===== src/rtl/sequencer_pkg.sv =====
// Shared constants and the terminal-count clamp used by the sequencer and the
// control unit's cycle-budget logic.
package sequencer_pkg;

  localparam int SEQ_WIDTH_DEFAULT = 6;
  localparam int SEQ_LAST_MULDIV   = 33;

  // A terminal count of 0 would never match a running count, so it means 1.
  function automatic logic [31:0] seq_clamp(input logic [31:0] v);
    return (v == 32'd0) ? 32'd1 : v;
  endfunction

endpackage


===== src/rtl/dff.sv =====
// Codebase D flip-flop primitive with active-low asynchronous clear.
module dff (
  input  logic clk,
  input  logic clrn,
  input  logic d,
  output logic q
);

  always_ff @(posedge clk or negedge clrn) begin
    if (!clrn) q <= 1'b0;
    else       q <= d;
  end

endmodule


===== src/rtl/reg_n.sv =====
// WIDTH-bit register of dff cells; sync clear to RST_VAL and hold are muxed in
// front of d so the primitive's async clear stays unused.
module reg_n #(
  parameter int               WIDTH   = 6,
  parameter logic [WIDTH-1:0] RST_VAL = '0
) (
  input  logic             clock,
  input  logic             reset,
  input  logic             en,
  input  logic [WIDTH-1:0] d,
  output logic [WIDTH-1:0] q
);

  logic [WIDTH-1:0] d_mux;

  assign d_mux = reset ? RST_VAL : (en ? d : q);

  for (genvar i = 0; i < WIDTH; i++) begin : g_bit
    dff u_dff (
      .clk  (clock),
      .clrn (1'b1),
      .d    (d_mux[i]),
      .q    (q[i])
    );
  end

endmodule


===== src/rtl/multicycle_sequencer.sv =====
// One-shot step counter for iterative datapath units: counts 1..last after
// start, pulses done on completion; supports stall, abort and back-to-back restart.
module multicycle_sequencer
  import sequencer_pkg::*;
#(
  parameter int WIDTH = SEQ_WIDTH_DEFAULT
) (
  input  logic             clock,
  input  logic             reset,
  input  logic             start,
  input  logic [WIDTH-1:0] last,
  input  logic             stall,
  input  logic             abort,
  output logic [WIDTH-1:0] count,
  output logic             busy,
  output logic             done,
  output logic             at_last
);

  logic [WIDTH-1:0] count_q, count_d;
  logic [WIDTH-1:0] last_q, last_d;
  logic             busy_q, busy_d;
  logic             done_q, done_d;
  logic [WIDTH-1:0] last_clamped;
  logic             term;

  assign last_clamped = WIDTH'(seq_clamp(32'(last)));
  assign term         = (count_q == last_q);

  // Single priority block; busy doubles as the IDLE/RUN state.
  always_comb begin
    count_d = count_q;
    last_d  = last_q;
    busy_d  = busy_q;
    done_d  = 1'b0;
    if (!busy_q) begin
      if (start) begin
        count_d = WIDTH'(1);
        busy_d  = 1'b1;
        last_d  = last_clamped;
      end
    end else if (abort) begin
      count_d = '0;
      busy_d  = 1'b0;
    end else if (stall) begin
      count_d = count_q;
    end else if (term) begin
      done_d = 1'b1;
      if (start) begin
        count_d = WIDTH'(1);
        last_d  = last_clamped;
      end else begin
        count_d = '0;
        busy_d  = 1'b0;
      end
    end else begin
      count_d = count_q + WIDTH'(1);
    end
  end

  reg_n #(.WIDTH(WIDTH), .RST_VAL('0)) u_count (
    .clock (clock),
    .reset (reset),
    .en    (1'b1),
    .d     (count_d),
    .q     (count_q)
  );

  reg_n #(.WIDTH(WIDTH), .RST_VAL(WIDTH'(1))) u_last (
    .clock (clock),
    .reset (reset),
    .en    (1'b1),
    .d     (last_d),
    .q     (last_q)
  );

  dff u_busy (
    .clk  (clock),
    .clrn (1'b1),
    .d    (reset ? 1'b0 : busy_d),
    .q    (busy_q)
  );

  dff u_done (
    .clk  (clock),
    .clrn (1'b1),
    .d    (reset ? 1'b0 : done_d),
    .q    (done_q)
  );

  assign count   = count_q;
  assign busy    = busy_q;
  assign done    = done_q;
  assign at_last = busy_q && term && !stall;

endmodule


===== config.mk =====
export PLATFORM = sky130hd
export DESIGN_NAME = multicycle_sequencer
export DESIGN_NICKNAME = d
export VERILOG_FILES = /design/src/rtl/sequencer_pkg.sv /design/src/rtl/dff.sv /design/src/rtl/reg_n.sv /design/src/rtl/multicycle_sequencer.sv
export SDC_FILE = /design/constraint.sdc
export NUM_CORES = 1
export LEC_CHECK = 0
export CAP_MARGIN = 20
export CORE_MARGIN = 2
export CORE_UTILIZATION = 45
export CTS_CLUSTER_SIZE = 16
export DETAILED_ROUTE_END_ITERATION = 12
export PLACE_DENSITY = 0.73
export SLEW_MARGIN = 0
export SYNTH_ARGS = -nofsm -noshare
export SYNTH_HDL_FRONTEND = slang
export SYNTH_SLANG_ARGS = --single-unit

===== constraint.sdc =====
create_clock -name clock -period 4.5 [get_ports clock]
set_input_delay 0.9 -clock clock [delete_from_list [all_inputs] [get_ports clock]]
set_output_delay 0.9 -clock clock [all_outputs]
set_load 0.03 [all_outputs]

==> results.md, run 1 <==
- Status: complete, no violations
- Total power: 300 uW
- H-tree depth: 1
- Final Hold Vio Count: 0
- Clock Latency Late Sink: 270 ps
- Top cell type's share of synthesized area: 32.0%
- Initial DRC Count: 14
- Buffers & Inverters on Critical Path: 1
- Sequential share of power: 46.6%
- Cell taking the most area after synthesis: dfxtp_1
- Syn avg cell area: 8.77 um2
- Post-CTS Setup Inserts: 0
- P per Cell Area: 282 nW/um2
- WP data arrival: 2450 ps
- Routed length per instance: 11.4 um
- Root buf cell: clkbuf_4
- Distinct cells, synth: 37
- Worst path required time: 3600 ps
- CTS buffer count: 3
- Hold crit path type: flop to flop
- Multi-input gate area: 517 um2
- Peak VDD IR: 0.176 mV
- IO buf count: 19
- Final setup fails: 0
- Unrepaired setup endpoints after global routing: false
- Max Clock Skew: 1.06 ps
- Top cell family by delay on the critical path: simple AND/OR/NAND/NOR gates
- Routed Antenna Nets: 0
- Chip Width: 48.2 um
- Cell Int Power: 214 uW
- Top area cells in the synthesized netlist: dfxtp_1 32%, mux2i_1 8.0%, nand2b_1 7.8%
- Number of cell rows: 15
- DIE AREA: 2320 um2
- Pin slew with the least headroom to its limit: 519 ps
- Mapped Area: 877 um2
- Crit path time final: 3350 ps
- First-pass GRT wire length: 2.73 mm
- Sequential-to-total area share from yosys stat: 32.0%
- MaxCap Viol Count: 0
- Startpoint types: flop
- Fmax: 298 MHz
- Fill cells: 163
- Total negative slack: 0 ps
- Clk sinks: 14
- Commonest cells post-synth: 14 x dfxtp_1, 11 x nand2b_1, 11 x nor2_1, 7 x mux2i_1, 6 x buf_4
- CP max FO: 10
- Relative slew slack: 65.3%
- CP max stage cell: clkdlybuf4s50_1
- Largest net degree at the start of global routing: 19
- Total gr overflow: 0
- Register Area: 280 um2
- Worst path cell trace: xor2_1 > or2_1 > or2_2 > nor3b_1 > clkdlybuf4s50_1
- Syn_nets: 112
- Maximum clock insertion buffer count: 2
- Hold buffers post-CTS: 0
- # resized after CTS: 0
- Non-filler instance count after layout: 138
- Gpl congestion: 0.831
- DRC violations left: 0
- Initial antenna violation count: 0
- Net Sw Frac: 28.7%
- Leakage: 0.396 nW
- Mapped Cells: 100
- Die height: 48.2 um
- Comb pwr share: 23.9%
- Area of the core: 1780 um2
- Most frequent cell after synthesis: dfxtp_1
- CP Capture Type: output port
- Final core occ: 59.8%
- Crit path kind: flop to output port
- Nets: 126
- Fin. max-slew vios: 0
- Yosys reg bits: 14
- Number of synthesis warnings: 0
- Async SR Flop Fraction: 0%
- GRT Overall Usage: 16.9%
- Top FF cell, synth: dfxtp_1
- CTS tree: done
- P&R area growth vs syn: 21.5%
- Tcrit/Tclk final: 74.5%
- Placed Cells: 134
- DP Wirelength: 1.23 mm
- Vias in the first global route: 643
- Worst-path clk slew: 80 ps
- Sw Pwr: 86.3 uW
- Antenna cells: 0
- Via count: 713
- Initial Util: 49.2%
- Average via count per standard cell: 5.17
- Worst path max stage delay: 700 ps
- Post-synth EDFFs: 0
- Total Wirelength: 1.57 mm
- First-pass detailed-route iteration total: 4
- # IOs: 20
- Layout cells sized above 1: 7.96%
- Clock power frac: 29.4%
## cell usage in the layout, fill, tap and decap left out, drive strengths merged, types with 2 or more instances in the layout
master / instances
or2: 2
a22oi: 2
dfxtp: 14
xor2: 2
nand2b: 11
xnor2: 5
clkdlybuf4s50: 19
inv: 3
clkbuf: 4
a211oi: 2
mux2i: 7
o211ai: 2
a21oi: 4
o21ai: 2
nand2: 4
nand3: 2
nor2: 11
## worst paths after layout
path	start	to	slack (ps)	cells after the start
min reg2reg	u_last.g_bit[1].u_dff.q$_SDFFE_PP0P_	u_last.g_bit[1].u_dff.q$_SDFFE_PP0P_	490	2
max reg2reg	u_busy.q$_SDFF_PP0_	u_count.g_bit[3].u_dff.q$_SDFFE_PP0P_	2720	4
min	u_last.g_bit[1].u_dff.q$_SDFFE_PP0P_	u_last.g_bit[1].u_dff.q$_SDFFE_PP0P_	490	2
max	u_count.g_bit[1].u_dff.q$_SDFFE_PP0P_	at_last	1150	5
## logic make-up (layout without fill, tap and decap cells)
logic type | count (synthesis) | in the layout | share of synthesized area [%]
and+or+nand+nor | 39 | 39 | 24.8
muxes | 7 | 7 | 7.99
xor gates and xnor gates | 7 | 7 | 6.99
adders and majority gates | 1 | 1 | 1.43
DFF | 14 | 14 | 32.0
AOI/OAI and AO/OA | 19 | 19 | 17.7
buffers and inverters | 13 | 26 | 9.13
## stage by stage
step           setup slack [ps]  hold slack [ps]  instance area, um2
5_1_grt                    1020              509                1070
3_3_place_gp               1330              475                1030
6_report                   1150              490                1070
2_1_floorplan              1690              460                 877
4_1_cts                    1120              494                1070
3_5_place_dp               1300              476                1030
## layout make-up
type / instances / area share [%]
Timing Repair Buffer: 19 / 17.8
Tap cell: 25 / 2.93
Multi-Input combinational cell: 73 / 48.5
Inverter: 3 / 1.06
Sequential cell: 14 / 26.3
Clock buffer: 4 / 3.40
## per-layer routing
layer,routed length (um),track usage (%),vias up
li1,-,-,375
met3,72,6.67,0
met4,0,3.24,0
met5,0,0,-
met2,788,28.4,15
met1,710,20.6,323
## power groups by stage
stage | Combinational (mW) | Clock, mW | Sequential [mW]
6_report | 0.0719 | 0.0884 | 0.140
5_1_grt | 0.0793 | 0.0977 | 0.142
4_1_cts | 0.0725 | 0.0933 | 0.140
3_5_place_dp | 0.0720 | 0 | 0.143
3_3_place_gp | 0.0716 | 0 | 0.143
2_1_floorplan | 0.0561 | 0 | 0.141
## flip-flops by register name (all words and copies together), names as in the netlist
| name | flops |
|---|---|
| u_busy.q | 1 |
| u_count.g_bit.u_dff.q | 6 |
| u_done.q | 1 |
| u_last.g_bit.u_dff.q | 6 |
## tightest hold or removal path, stage by stage, from the launching register on
cell and delay, ps:
dfxtp_1 320, nand2b_1 70, mux2i_1 60
(Power assumes the default switching activity.)
==> run 2, diff against run 1 <==
==> constraint.sdc (replaced) <==
create_clock -name clock -period 3.24 [get_ports clock]
set_input_delay 0.648 -clock clock [delete_from_list [all_inputs] [get_ports clock]]
set_output_delay 0.648 -clock clock [all_outputs]
set_load 0.03 [all_outputs]
==> run 2 against run 1 <==
  * Highest routed layer is now met4
  * First-iteration DRC count is 36% lower
  * Largest cell class unchanged
  * Via count is 2.8% higher
  * Flip-flop and latch count unchanged
  * Clock power up 44%
==> results.md, run 2 (synthesized netlist as in run 1, its figures left out) <==
- Fmax: 368 MHz
- Comb pwr share: 24.6%
- R2R cell count: 4
- First-pass GRT wire length: 2.75 mm
- GRT Overall Usage: 16.8%
- Routed Antenna Nets: 0
- Sw Pwr: 125 uW
- Final setup fails: 0
- Root buf cell: clkbuf_4
- Fin. max-slew vios: 0
- Routed length per instance: 11.7 um
- Maximum clock insertion buffer count: 2
- Worst hold slack: 488 ps
- Worst-path clk slew: 80 ps
- Clock power frac: 29.7%
- Peak VDD IR: 0.260 mV
- Crit path time final: 2720 ps
- Hold Crit Start: u_last.g_bit[1].u_dff.q$_SDFFE_PP0P_
- Area of the core: 1780 um2
- Die height: 48.2 um
- H-tree depth: 1
- CP Capture Type: output port
- Final instance area: 1080 um2
- Fill cells: 160
- Cell Int Power: 301 uW
- Via count: 733
- Net Sw Frac: 29.4%
- Most frequent cells in the layout: 18 x clkdlybuf4s50_1, 14 x dfxtp_1, 11 x nand2b_1, 11 x nor2_1, 7 x mux2i_1
- P per Cell Area: 393 nW/um2
- Reg-to-Reg Start: u_busy.q$_SDFF_PP0_
- CTS tree: done
- # IOs: 20
- Worst path required time: 2590 ps
- Initial Util: 49.2%
- Number of cell rows: 15
- Commonest non-fill, non-tap cell in the layout: clkdlybuf4s50_1
- IO buf count: 19
- Antenna cells: 0
- First-pass detailed-route iteration total: 4
- Unrepaired setup endpoints after global routing: false
- CP max FO: 10
- Setup crit start: u_count.g_bit[1].u_dff.q$_SDFFE_PP0P_
- Average via count per standard cell: 5.24
- DP Wirelength: 1.31 mm
- Placed instance area: 1040 um2
- Total negative slack: 0 ps
- Nets: 128
- Multi-input gate area: 517 um2
- Worst setup path endpoint: at_last
- Relative slew slack: 61.9%
- Crit path kind: flop to output port
- Initial DRC Count: 9
- DRC violations left: 0
- Max Clock Skew: 5.14 ps
- Startpoint types: flop
- Placed Cells: 136
- Initial antenna violation count: 0
- Non-filler instance count after layout: 140
- Largest regs: u_count.g_bit.u_dff.q: 6 flops, u_last.g_bit.u_dff.q: 6 flops
- Status: complete, no violations
- Chip Width: 48.2 um
- R2r setup slk: 1500 ps
- Gpl congestion: 0.777
- Hold crit path type: flop to flop
- Register Area: 280 um2
- Sequential share of power: 45.7%
- Post-CTS Setup Inserts: 0
- Layout cells sized above 1: 9.57%
- Total Wirelength: 1.64 mm
- P&R area growth vs syn: 23.5%
- Total gr overflow: 0
- DIE AREA: 2320 um2
- Vias in the first global route: 653
- Clock Latency Late Sink: 280 ps
- WP data arrival: 2070 ps
- Reg2Reg Capture Point: u_count.g_bit[3].u_dff.q$_SDFFE_PP0P_
- CTS buffer count: 3
- Clk sinks: 14
- MaxCap Viol Count: 0
- Pin slew with the least headroom to its limit: 568 ps
- Tcrit/Tclk final: 83.8%
- Largest net degree at the start of global routing: 13
- Final Hold Vio Count: 0
- Leakage: 0.424 nW
[run 2: routing by layer]
layer  routed length (um)  track usage [%]
met5                    0                0
met2                  775             28.4
met1                  783             20.9
met3                   71             5.56
met4                    5             3.24
[run 2: critical path, stage by stage, from the launching register on]
cell and delay (ps):
dfxtp_1 360, xor2_1 180, or2_1 370, or2_2 370, nor3b_1 180, dlymetal6s2s_1 320
[run 2: area by class of cell]
| class | instances | area share (%) |
|---|---|---|
| Clock buffer | 4 | 3.35 |
| Inverter | 3 | 1.04 |
| Multi-Input combinational cell | 73 | 47.7 |
| Sequential cell | 14 | 25.9 |
| Tap cell | 25 | 2.89 |
| Timing Repair Buffer | 21 | 19.2 |
[run 2: stage by stage]
step	util, %	power (mW)	setup WS (ps)
finish	60.8	0.426	524
global route	60.8	0.447	318
CTS	60.6	0.429	105
detailed placement	58.6	0.303	427
global placement	58.6	0.302	489
floorplan	-	0.274	681
[run 2: power groups by stage]
| stage | Clock, mW | Combinational, mW | Sequential (mW) |
|---|---|---|---|
| 2_1_floorplan | 0 | 0.0780 | 0.196 |
| 5_1_grt | 0.136 | 0.115 | 0.197 |
| 4_1_cts | 0.130 | 0.105 | 0.195 |
| 3_5_place_dp | 0 | 0.104 | 0.199 |
| 6_report | 0.127 | 0.105 | 0.194 |
| 3_3_place_gp | 0 | 0.104 | 0.198 |
[run 2: what timing repair did]
action	CTS	global route
resized for setup	0	1
hold buffers	0	0
endpoints found under the setup margin	0	1
[run 2: worst min-delay path by stage]
stage / endpoint / slack, ps / cells past startpoint
floorplan: u_last.g_bit[1].u_dff.q$_SDFFE_PP0P_ / 460 / 2
global route: u_last.g_bit[3].u_dff.q$_SDFFE_PP0P_ / 510 / 2
finish: u_last.g_bit[1].u_dff.q$_SDFFE_PP0P_ / 490 / 2
detailed placement: u_last.g_bit[2].u_dff.q$_SDFFE_PP0P_ / 480 / 2
CTS: u_last.g_bit[2].u_dff.q$_SDFFE_PP0P_ / 490 / 2
global placement: u_last.g_bit[5].u_dff.q$_SDFFE_PP0P_ / 480 / 2
